File: config.mk
export PLATFORM = sky130hd
export DESIGN_NAME = dma_controller_mc
export DESIGN_NICKNAME = d
export VERILOG_FILES = /design/src/rtl/dma_controller_mc.sv
export SDC_FILE = /design/constraint.sdc
export NUM_CORES = 1
export LEC_CHECK = 0
export ABC_AREA = 1
export ABC_CLOCK_PERIOD_IN_PS = 4390
export CORE_MARGIN = 1
export CORE_UTILIZATION = 30
export CTS_CLUSTER_SIZE = 20
export DETAILED_ROUTE_END_ITERATION = 10
export PLACE_DENSITY = 0.56
export SYNTH_ARGS = -nofsm -noshare
export SYNTH_HDL_FRONTEND = slang
export SYNTH_SLANG_ARGS = --single-unit
File: constraint.sdc
create_clock -name clk -period 4.39 [get_ports clk]
set_clock_uncertainty 0.1 [all_clocks]
set_input_delay 0.6585 -clock clk [delete_from_list [all_inputs] [get_ports clk]]
set_output_delay 0.6585 -clock clk [all_outputs]
set_load 0.01 [all_outputs]
File: src/rtl/dma_controller_mc.sv
// Multi-channel DMA: NUM_CH round-robin channels moving 32-bit DRAM words to/from 16-bit local RAM.
// Optional feature macro DMA_IRQ_EN: registered completion interrupt gated by CONTROL b2.
module dma_controller_mc #(
  parameter int NUM_CH   = 2,
  parameter int LOCAL_AW = 16,
  parameter int DRAM_AW  = 24,
  parameter int CNT_W    = 16
) (
  input  logic                clk,
  input  logic                rst,
  input  logic                en,
  input  logic [15:0]         addr,
  input  logic [15:0]         data_in,
  input  logic                write_enable,
  output logic [15:0]         data_out,
  output logic [LOCAL_AW-1:0] ram_addr,
  input  logic [15:0]         ram_data_in,
  output logic [15:0]         ram_data_out,
  output logic                ram_we,
  output logic [DRAM_AW-1:0]  dram_addr,
  input  logic [31:0]         dram_data_in,
  output logic [31:0]         dram_data_out,
  output logic                dram_req_read,
  output logic                dram_req_write,
  input  logic                dram_data_valid,
  input  logic                dram_write_complete,
  output logic [NUM_CH-1:0]   busy,
  output logic                irq
);
  localparam int          CH_W     = (NUM_CH > 1) ? $clog2(NUM_CH) : 1;
  localparam int          PHI_W    = DRAM_AW - 16;
  localparam logic [31:0] NUM_CH_U = NUM_CH;

  typedef enum logic [3:0] {
    S_IDLE, S_ARB, S_RD_REQ, S_WR_LO, S_WR_HI,
    S_RD_LO, S_RD_HI, S_RD_WAIT, S_WR_REQ, S_NEXT
  } state_t;

  state_t              state;
  logic [CNT_W-1:0]    count    [NUM_CH];
  logic [LOCAL_AW-1:0] loc_addr [NUM_CH];
  logic [DRAM_AW-1:0]  periph   [NUM_CH];
  logic [NUM_CH-1:0]   dir, ie, done;
  logic [CH_W-1:0]     cur, rr_ptr, grant;
  logic                grant_vld;
  logic [31:0]         word;

  logic [2:0]          reg_sel;
  logic [CH_W-1:0]     ch_sel;
  logic                ch_ok;
  logic [15:0]         rd_val;
  logic                last_word;
  logic [NUM_CH-1:0]   cur_onehot, rest_busy;
  logic                unused_addr_hi;

  assign reg_sel        = addr[2:0];
  assign ch_sel         = addr[CH_W+2:3];
  assign ch_ok          = (32'(ch_sel) < NUM_CH_U);
  assign unused_addr_hi = ^addr[15:CH_W+3];

  assign last_word  = (count[cur] == CNT_W'(1));
  assign cur_onehot = NUM_CH'(1) << cur;
  assign rest_busy  = busy & ~(last_word ? cur_onehot : '0);

  always_comb begin
    rd_val = '0;
    if (ch_ok) begin
      case (reg_sel)
        3'd0:    rd_val = 16'(count[ch_sel]);
        3'd1:    rd_val = 16'(loc_addr[ch_sel]);
        3'd2:    rd_val = periph[ch_sel][15:0];
        3'd3:    rd_val = 16'(periph[ch_sel][DRAM_AW-1:16]);
        3'd4:    rd_val = {13'b0, ie[ch_sel], dir[ch_sel], 1'b0};
        3'd5:    rd_val = {14'b0, done[ch_sel], busy[ch_sel]};
        default: rd_val = '0;
      endcase
    end
  end

  // Round-robin search starts at rr_ptr, which always points one past the last grant.
  always_comb begin
    grant     = '0;
    grant_vld = 1'b0;
    for (int unsigned i = 0; i < NUM_CH_U; i++) begin
      if (!grant_vld && busy[CH_W'((32'(rr_ptr) + i) % NUM_CH_U)]) begin
        grant     = CH_W'((32'(rr_ptr) + i) % NUM_CH_U);
        grant_vld = 1'b1;
      end
    end
  end

  always_ff @(posedge clk) begin
    if (rst) begin
      state    <= S_IDLE;
      cur      <= '0;
      rr_ptr   <= '0;
      word     <= '0;
      busy     <= '0;
      done     <= '0;
      dir      <= '0;
`ifdef DMA_IRQ_EN
      ie       <= '0;
`endif
      data_out <= '0;
      for (int unsigned i = 0; i < NUM_CH_U; i++) begin
        count[CH_W'(i)]    <= '0;
        loc_addr[CH_W'(i)] <= '0;
        periph[CH_W'(i)]   <= '0;
      end
    end else begin
      if (en && !write_enable)
        data_out <= rd_val;

      if (en && write_enable && ch_ok) begin
        if (!busy[ch_sel]) begin
          case (reg_sel)
            3'd0: count[ch_sel]                 <= CNT_W'(data_in);
            3'd1: loc_addr[ch_sel]              <= LOCAL_AW'(data_in);
            3'd2: periph[ch_sel][15:0]          <= data_in;
            3'd3: periph[ch_sel][DRAM_AW-1:16]  <= PHI_W'(data_in);
            3'd4: begin
              dir[ch_sel] <= data_in[1];
`ifdef DMA_IRQ_EN
              ie[ch_sel]  <= data_in[2];
`endif
              if (data_in[0]) begin
                if (count[ch_sel] == '0) begin
                  done[ch_sel] <= 1'b1;
                end else begin
                  busy[ch_sel] <= 1'b1;
                  done[ch_sel] <= 1'b0;
                end
              end
            end
            default: ;
          endcase
        end
        if (reg_sel == 3'd5 && data_in[1])
          done[ch_sel] <= 1'b0;
      end

      case (state)
        S_IDLE: if (|busy) state <= S_ARB;
        S_ARB: begin
          if (grant_vld) begin
            cur    <= grant;
            rr_ptr <= (32'(grant) + 32'd1 == NUM_CH_U) ? '0 : grant + 1'b1;
            state  <= dir[grant] ? S_RD_LO : S_RD_REQ;
          end else begin
            state <= S_IDLE;
          end
        end
        S_RD_REQ: begin
          if (dram_data_valid) begin
            word  <= dram_data_in;
            state <= S_WR_LO;
          end
        end
        S_WR_LO:  state <= S_WR_HI;
        S_WR_HI:  state <= S_NEXT;
        S_RD_LO:  state <= S_RD_HI;
        S_RD_HI: begin
          word[15:0] <= ram_data_in;
          state      <= S_RD_WAIT;
        end
        S_RD_WAIT: begin
          word[31:16] <= ram_data_in;
          state       <= S_WR_REQ;
        end
        S_WR_REQ: if (dram_write_complete) state <= S_NEXT;
        S_NEXT: begin
          // Completion status set here wins over a same-cycle STATUS clear.
          count[cur]    <= count[cur] - 1'b1;
          loc_addr[cur] <= loc_addr[cur] + LOCAL_AW'(2);
          periph[cur]   <= periph[cur] + 1'b1;
          if (last_word) begin
            busy[cur] <= 1'b0;
            done[cur] <= 1'b1;
          end
          state <= (|rest_busy) ? S_ARB : S_IDLE;
        end
        default: state <= S_IDLE;
      endcase
    end
  end

  always_comb begin
    ram_addr       = '0;
    ram_data_out   = '0;
    ram_we         = 1'b0;
    dram_addr      = '0;
    dram_data_out  = '0;
    dram_req_read  = 1'b0;
    dram_req_write = 1'b0;
    case (state)
      S_RD_REQ: begin
        dram_req_read = 1'b1;
        dram_addr     = periph[cur];
      end
      S_WR_LO: begin
        ram_we       = 1'b1;
        ram_addr     = loc_addr[cur];
        ram_data_out = word[15:0];
      end
      S_WR_HI: begin
        ram_we       = 1'b1;
        ram_addr     = loc_addr[cur] + 1'b1;
        ram_data_out = word[31:16];
      end
      S_RD_LO: ram_addr = loc_addr[cur];
      S_RD_HI: ram_addr = loc_addr[cur] + 1'b1;
      S_WR_REQ: begin
        dram_req_write = 1'b1;
        dram_addr      = periph[cur];
        dram_data_out  = word;
      end
      default: ;
    endcase
  end

`ifdef DMA_IRQ_EN
  always_ff @(posedge clk) begin
    if (rst) irq <= 1'b0;
    else     irq <= |(done & ie);
  end
`else
  assign ie  = '0;
  assign irq = 1'b0;
`endif
endmodule

==> results.cfg, run 1 <==
[status]
status = completed

[clock_network]
path_clk_slew_ps = 70
hold_buffers = 0
cts_resized = 0
htree_levels = 4
clkLatencyLatePin_ps = 450
cts-root-buf = clkbuf_16
clock-sinks = 173
cts_made_buffers = 17
cts_tree = yes
clockBufferDepth = 2
cts_setup_buffers = 0

[grt]
track_usage = 0.234
antenna_found_initial = 0
grt_overflow = 0
grt_first_pass_wirelength_um = 68500
grt_max_degree = 65
grt_pass1_vias = 11200

[route]
routed_wl_um = 46500
drt-vias-per-instance = 5.22
drc_errors = 0
via_count = 12000
drt-initial-drc-count = 1023
firstDrtPassIters = 5
wire_per_inst_um = 20.3
ant_nets = 0

[placed_design]
io_buffers = 182
place_ws_ps = 953
dp_hpwl_um = 34000
place.gp.congestion = 0.957

[timing]
slew_headroom = 0.365
tightest_slew_ps = 929
rsz0062_at_grt = false
fin_setup_tns_ps = 0
hold_violations = 0
setup_viol = 0
setup_ws_ps = 476
clock.fmax_ghz = 0.256
report.final.slew_viol_count = 0
finalWorstPathRequiredPeriod_ps = 3910
min_period_over_period = 0.892

[final_layout]
n_antenna_cell = 0
num-nets-final = 1855
syn_to_final_growth_pct = 25.2
final_cell_mix = nand2_1 (406), clkdlybuf4s50_1 (181), inv_1 (176)
utilization = 0.383
layout_commonest_cell = nand2_1
drive_gt1_frac = 0.101

[power_and_ir_drop]
power.density_mw_per_mm2 = 265
pwr-share-comb = 0.119
leakage_nw = 5.45
ir_worst_vdd_mv = 0.196
switching_share = 0.275
pwr-share-seq = 0.468
p_switching_mw = 1.06
power_frac_clock = 0.413
p_int_mw = 2.78

[floorplanning]
die_y_um = 199
dieArea_mm2 = 0.0394
coreArea_mm2 = 0.0378
initial_core_util = 0.306
num_io_pins = 196
die_x_um = 199
row_count = 71

[yosys]
synth_edf_count = 112
ys_seq_area_frac = 0.396
synth_area_mm2 = 0.0116
yosysWarningCount = 0
ys_types = 56
synth-seq-cells = 173
synth_area_per_cell_um2 = 7.22
async_flop_share = 0
synthCells = 1604
synthFlopType = edfxtp_1
synthesis.nets = 1695

[worst_setup_path]
cp_slowest_stage_delay_ps = 690
cp_slowest_cell = dfxtp_4
cp.arrival_ps = 3160
cp_max_fo = 36
critical_path_required_ps = 3630
crit_path_end_kind = output pin
cp-start-kind = register
worstSetupPathType = register to output pin
cp_cell_sequence = nand2_1 > o21ai_2 > ha_1 > nand2_2 > nor2_4 > nand4_1 > xor2_1 > nand3_1 > o21ai_0 > clkdlybuf4s50_1

[job]
max_cap_violations = 0

[min_path]
hold_class = register to register
[cell usage after synthesis (all sizes together) (35+ instances only)]
| master | number | area share |
|---|---|---|
| inv | 194 | 0.063 |
| buf | 38 | 0.024 |
| nand3 | 60 | 0.026 |
| a21oi | 53 | 0.023 |
| a31oi | 35 | 0.019 |
| dfxtp | 61 | 0.11 |
| nand2 | 428 | 0.14 |
| o21ai | 207 | 0.098 |
| xor2 | 38 | 0.029 |
| o22ai | 67 | 0.036 |
| nor2 | 181 | 0.066 |
| clkbuf | 41 | 0.013 |
| edfxtp | 112 | 0.29 |
[power by group through the flow]
stage / sequential (mW) / combinational [mW] / clock, mW
3_5_place_dp: 1.83 / 0.448 / 0
2_1_floorplan: 1.83 / 0.220 / 0
3_3_place_gp: 1.83 / 0.446 / 0
4_1_cts: 1.80 / 0.451 / 1.59
6_report: 1.80 / 0.457 / 1.58
5_1_grt: 1.80 / 0.487 / 1.65
[critical path: cells and delay by family (launching register included)]
kind / cells / cell delay [ps]
buffers and inverters: 1 / 590
adders and majority gates: 1 / 250
AOI/OAI and AO/OA: 2 / 270
and+or+nand+nor: 5 / 640
DFF: 1 / 690
xor gates and xnor gates: 1 / 260
[routing by layer]
metal | wire length [µm] | up-vias | global-route usage
met1 | 19500 | 5605 | 0.297
met5 | 0 | - | 0
li1 | - | 5686 | -
met2 | 21600 | 585 | 0.396
met4 | 1430 | 0 | 0.0798
met3 | 3980 | 76 | 0.0446
[stage by stage]
stage / cell area [µm²] / hold WS, ps / power (mW) / cells
after floorplan: 11600 / 334 / 2.05 / 1604
after global placement: 13900 / 352 / 2.28 / 2256
after detailed placement: 13900 / 359 / 2.28 / 2256
after CTS: 14500 / 369 / 3.84 / 2288
after global routing: 14500 / 392 / 3.94 / 2288
final: 14500 / 365 / 3.84 / 2288
[worst paths after layout]
path | start | end | slack [ps] | cells past startpoint
min reg2reg | dir[1]$_SDFFE_PP0P_ | dir[1]$_SDFFE_PP0P_ | 370 | 2
min | dir[1]$_SDFFE_PP0P_ | dir[1]$_SDFFE_PP0P_ | 370 | 2
max | register | ram_addr[9] | 480 | 10
max reg2reg | register | periph[1][16]$_DFFE_PP_ | 1080 | 12
[flip-flops by register name, indices dropped and copies added (netlist names), named ones only]
name      flops
rr_ptr        1
word         32
cur           1
data_out     16
state         4
busy          2
count        32
done          2
dir           2
loc_addr     32
periph       48
[cell families (layout without fill, tap and decap cells)]
group	Yosys count	after routing	synth area share
other	1	1	0.000324
flip-flops	173	173	0.396
XOR/XNOR	42	42	0.0324
adder cells (fa/ha/maj)	5	5	0.00540
multiplexers	2	2	0.00173
AND/OR/NAND/NOR	723	723	0.271
AO/OA/AOI/OAI	383	383	0.192
buffers and inverters	275	448	0.101
[area by class of cell]
class	instances	area (µm²)
fill	4028	23300
multi-input combinational	1156	5840
sequential	173	4590
timing repair buffer	220	2110
inverter	196	738
tap	511	639
clock buffer	18	429
clock inverter	14	158
(Power assumes the default switching activity.)
==> run 2: changes to the inputs <==
--- a/config.mk
+++ b/config.mk
@@ -11,6 +11,7 @@
 export CORE_UTILIZATION = 30
 export CTS_CLUSTER_SIZE = 20
 export DETAILED_ROUTE_END_ITERATION = 10
+export GPL_TIMING_DRIVEN = 0
 export PLACE_DENSITY = 0.56
 export SYNTH_ARGS = -nofsm -noshare
 export SYNTH_HDL_FRONTEND = slang
==> results.cfg, run 2 (synthesis gave the netlist of run 1 again) <==
[timing]
finalWorstPathRequiredPeriod_ps = 3960
setup_viol = 0
hold_violations = 0
clock.fmax_ghz = 0.253
rsz0062_at_grt = false
fin_setup_tns_ps = 0
tightest_slew_ps = 1010
report.final.slew_viol_count = 0
slew_headroom = 0.326
min_period_over_period = 0.901

[route]
drt-initial-drc-count = 1300
wire_per_inst_um = 22.7
drc_errors = 0
firstDrtPassIters = 5
routed_wl_um = 52800
via_count = 12400
drt-vias-per-instance = 5.34
ant_nets = 0

[final_layout]
utilization = 0.387
n_antenna_cell = 0
largest_register = periph
syn_to_final_growth_pct = 26.3
final_cell_mix = nand2_1 (406), clkdlybuf4s50_1 (181), inv_1 (176)
drive_gt1_frac = 0.0952
layout_commonest_cell = nand2_1
largest_register_ffs = 48
num-nets-final = 1895

[clock_network]
clkLatencyLatePin_ps = 460
cts_tree = yes
clock-sinks = 173
path_clk_slew_ps = 70
cts_setup_buffers = 0
cts-root-buf = clkbuf_16
hold_buffers = 0
clockBufferDepth = 2
htree_levels = 4
cts_resized = 0
cts_made_buffers = 17

[job]
max_cap_violations = 0

[floorplanning]
initial_core_util = 0.306
die_y_um = 199
dieArea_mm2 = 0.0394
coreArea_mm2 = 0.0378
num_io_pins = 196
row_count = 71
die_x_um = 199

[grt]
use_met3 = 0.0505
grt_overflow = 0
use_met2 = 0.446
grt_pass1_vias = 11800
grt_max_degree = 17
grt_first_pass_wirelength_um = 76300
track_usage = 0.269
antenna_found_initial = 0
grt.busiest_layer = met2
use_met1 = 0.334

[min_path]
hp-start = dir[1]$_SDFFE_PP0P_
hold_class = register to register
whs_path_depth = 2
holdPathEnd = dir[1]$_SDFFE_PP0P_

[worst_setup_path]
ff2ff_setup_slack_ps = 1090
worstSetupPathType = register to output pin
worst_r2r_startpoint = busy[0]$_SDFF_PP0_
cp_slowest_stage_delay_ps = 560
critical_path_required_ps = 3630
cp.arrival_ps = 3200
crit_path_end_kind = output pin
cp_slowest_cell = clkdlybuf4s50_1
worst-path-buf-inv = 3
cp_max_fo = 10
cp-start-kind = register
r2r_cells = 8
cp_cell_sequence = buf_6 > buf_12 > o21ai_2 > ha_1 > nand2_2 > nor2_4 > nand2_2 > nor2_4 > nand2_1 > o21ai_1 > nand3_1 > o21ai_1 > clkdlybuf4s50_1
timing.rr.end = loc_addr[0][15]$_DFFE_PP_
crit_family = buffers and inverters

[placed_design]
io_buffers = 181
place.gp.congestion = 0.948
dp_hpwl_um = 40900

[power_and_ir_drop]
power_mw = 3.88
ir_worst_vdd_mv = 0.263
leakage_nw = 5.50
power.density_mw_per_mm2 = 265

[status]
status = completed
## run 2: area by class of cell
type                    instances  area [µm²]
fillers                      4045       23200
multi-input cells            1156        5830
flip-flops and latches        173        4580
repair buffers                181        1810
inverters                     196         738
well taps                     511         639
clock buffers                  19         443
plain buffers                  79         432
clock inverters                13         149
## run 2: stage by stage
stage | setup WS (ps) | cells | hold WS (ps) | instance area (µm²)
3_3_place_gp | 542 | 2296 | 351 | 14000
5_1_grt | 195 | 2328 | 408 | 14600
6_report | 433 | 2328 | 366 | 14600
3_5_place_dp | 487 | 2296 | 356 | 14000
2_1_floorplan | 1780 | 1604 | 334 | 11600
4_1_cts | 413 | 2328 | 366 | 14600
## run 2: how the worst max path moves through the flow
stage | end | slack, ps | cells past startpoint
floorplan | ram_addr[15] | 1780 | 12
finish | ram_addr[15] | 430 | 13
global route | ram_addr[15] | 190 | 13
global placement | loc_addr[0][4]$_DFFE_PP_ | 540 | 7
CTS | ram_addr[15] | 410 | 13
detailed placement | loc_addr[0][5]$_DFFE_PP_ | 490 | 7
## run 2: metal layers
metal  routed length (µm)  vias to the layer above  part of all wire
met5                    0                        -                 0
li1                     -                     5766                 -
met4                 2640                        0             0.050
met3                 5260                       97              0.10
met1                20700                     5826              0.39
met2                24200                      737              0.46
## run 2: worst reg2reg max path, stage by stage (launching register included)
cell and delay [ps]:
dfxtp_1 430, inv_1 100, o21ai_1 280, nor2_2 120, nand2_1 210, nor2_1 90
nand2_1 240, clkbuf_1 550, nand2_1 720
## run 2: power by group
group | internal, mW | switching (mW)
Combinational | 0.152 | 0.315
Sequential | 1.78 | 0.0244
Clock | 0.867 | 0.743
==> run 3: changes to the inputs <==
--- a/config.mk
+++ b/config.mk
@@ -5,14 +5,15 @@
 export SDC_FILE = /design/constraint.sdc
 export NUM_CORES = 1
 export LEC_CHECK = 0
-export ABC_AREA = 1
+export ABC_AREA = 0
 export ABC_CLOCK_PERIOD_IN_PS = 4390
-export CORE_MARGIN = 1
+export CORE_MARGIN = 2
 export CORE_UTILIZATION = 30
 export CTS_CLUSTER_SIZE = 20
 export DETAILED_ROUTE_END_ITERATION = 10
 export GPL_TIMING_DRIVEN = 0
 export PLACE_DENSITY = 0.56
+export SKIP_CTS_REPAIR_TIMING = 1
 export SYNTH_ARGS = -nofsm -noshare
 export SYNTH_HDL_FRONTEND = slang
 export SYNTH_SLANG_ARGS = --single-unit
==> results.cfg, run 3 <==
[yosys]
ys_types = 76
muxShareOfSynthArea = 0.123
synth_edf_count = 112
synth-simple-area-share = 0.195
synth_area_per_cell_um2 = 9.57
synth-compound-area-share = 0.191
async_flop_share = 0
synthFlopType = edfxtp_1
synthDominantCellAreaShare = 0.291
synth_area_mm2 = 0.0116
synthesis.nets = 1299
ys_top_cells_by_count = mux2i_1 (124), edfxtp_1 (112), nor2_1 (107), nand2_1 (89), a22o_1 (88)
synth_most_common_cell = mux2i_1
yosysWarningCount = 0
synth_top_area_cell = edfxtp_1
synth-xor-area-share = 0.0424
synth.top_cells.by_area = edfxtp_1 (29%), mux2i_1 (11%), dfxtp_1 (11%), a22o_1 (6.7%), nor2_1 (3.5%)
synth_top_family_by_area = simple AND/OR/NAND/NOR gates
synth-seq-cells = 173
yosys.area_share.adder = 0.00541
synthCells = 1208
ys_seq_area_frac = 0.396

[placed_design]
io_buffers = 174
place.gp.congestion = 0.949
place_ws_ps = -235
dp_hpwl_um = 37900

[final_layout]
syn_to_final_growth_pct = 27.3
regArea_mm2 = 0.00459
multi_input_area_mm2 = 0.00651
drive_gt1_frac = 0.103
layout_commonest_cell = clkdlybuf4s50_1
num-nets-final = 1501
final_cell_mix = clkdlybuf4s50_1 (173), mux2i_1 (122), edfxtp_1 (112)
largest_register = periph
n_antenna_cell = 0
n_fill_cell = 3830
largest_register_ffs = 48

[clock_network]
clockBufferDepth = 2
cts_tree = yes
path_clk_slew_ps = 80
cts-root-buf = clkbuf_16
clock-sinks = 173
htree_levels = 4
cts_made_buffers = 17
clkLatencyLatePin_ps = 450

[worst_setup_path]
cp_slowest_cell = clkdlybuf4s50_1
cp.arrival_ps = 3490
r2r_cells = 14
worstSetupPathType = register to output pin
cp_cell_sequence = buf_6 > buf_8 > buf_8 > buf_12 > mux2i_4 > inv_1 > ha_2 > inv_1 > a221oi_4 > buf_12 > nand4_1 > xnor2_1 > o22ai_1 > clkdlybuf4s50_1
critical_path_required_ps = 3630
cp_slowest_stage_delay_ps = 570
cp_max_fo = 10
cp-start-kind = register
crit_path_end_kind = output pin

[timing]
finalWorstPathRequiredPeriod_ps = 4250
hold_violations = 0
clock.fmax_ghz = 0.235
setup_ws_ps = 143
slew_headroom = 0.336
tightest_slew_ps = 996
min_period_over_period = 0.967
report.final.slew_viol_count = 0
setup_viol = 0

[route]
routed_wl_um = 49600
via_count = 11100
wire_per_inst_um = 25.6
drt-vias-per-instance = 5.75
drt-initial-drc-count = 1331
drc_errors = 0
firstDrtPassIters = 6
ant_nets = 0

[floorplanning]
die_x_um = 200
die_y_um = 200
num_io_pins = 196
coreArea_mm2 = 0.0378
initial_core_util = 0.306
row_count = 71
dieArea_mm2 = 0.0401

[power_and_ir_drop]
leakage_nw = 5.01
power_mw = 3.81
power.density_mw_per_mm2 = 259
ir_worst_vdd_mv = 0.273

[grt]
grt_first_pass_wirelength_um = 72500
track_usage = 0.241
antenna_found_initial = 0
grt_max_degree = 19
grt_pass1_vias = 11000
grt_overflow = 0

[min_path]
whs_path_depth = 2
hold_class = register to register

[job]
max_cap_violations = 0

[status]
status = completed
## run 3: cell types whose count changed in the layout (fill, tap and decap cells not counted), sizes merged, moves of 28 or more
| cell | change |
|---|---|
| nand2 | -339 |
| inv | -172 |
| o21ai | -144 |
| mux2i | +123 |
| a22o | +88 |
| nor2 | -74 |
| o22ai | -39 |
| a211oi | +38 |
| xnor2 | +31 |
| a21oi | -28 |
| and2 | +28 |
## run 3: final timing paths
path / end / startpoint / slack, ps
worst max-delay path: ram_addr[15] / register / 140
worst min-delay path: data_out[5]$_SDFFE_PP0P_ / data_out[5]$_SDFFE_PP0P_ / 390
worst max register to register: periph[0][10]$_DFFE_PP_ / register / 230
worst min register to register: data_out[5]$_SDFFE_PP0P_ / data_out[5]$_SDFFE_PP0P_ / 390
## run 3: cell families (layout without fill, tap and decap cells)
group | count (synthesis) | in the layout
compound gates | 301 | 301
xor+xnor | 56 | 56
fa+ha+maj | 5 | 5
buf+inv | 116 | 331
flops | 173 | 173
mux | 139 | 139
other cells | 1 | 1
simple gates | 417 | 417
## run 3: layout make-up
cell class | instances | share of cell area
multi-input combinational | 919 | 0.442
sequential | 173 | 0.312
timing repair buffer | 183 | 0.125
tap | 511 | 0.0434
buffer | 96 | 0.0335
clock buffer | 17 | 0.0289
clock inverter | 15 | 0.00994
inverter | 20 | 0.00510
## run 3: worst max-delay path, delay by kind of cell (launching register included)
kind / cells / cell delay (ps)
AND/OR/NAND/NOR: 1 / 100
multiplexers: 1 / 100
AO/OA/AOI/OAI: 2 / 400
XOR/XNOR: 1 / 150
buffers and inverters: 8 / 1670
adder cells (fa/ha/maj): 1 / 210
flip-flops: 1 / 380
## run 3: power breakdown
group          internal (mW)  leakage [nW]  switching (mW)
clock network          0.757         0.283           0.785
registers               1.78          1.65          0.0566
logic                  0.170          3.07           0.267
## run 3: metal layers
layer	up-vias	wire length (µm)	global-route usage
met1	5372	21000	0.313
met5	-	0	0
li1	4986	-	-
met2	664	22200	0.386
met3	101	4400	0.0552
met4	0	1930	0.0989
## run 3: metrics by stage
stage	hold slack (ps)	setup TNS, ps	cells	util	instance area, µm²
6_report	392	0	1934	0.389	14700
5_1_grt	426	-15.7	1934	0.389	14700
4_1_cts	394	-5490	1930	0.386	14600
3_5_place_dp	380	-1060	1898	0.371	14000
3_3_place_gp	383	-44830	1893	0.368	13900
2_1_floorplan	365	0	1208	-	11600
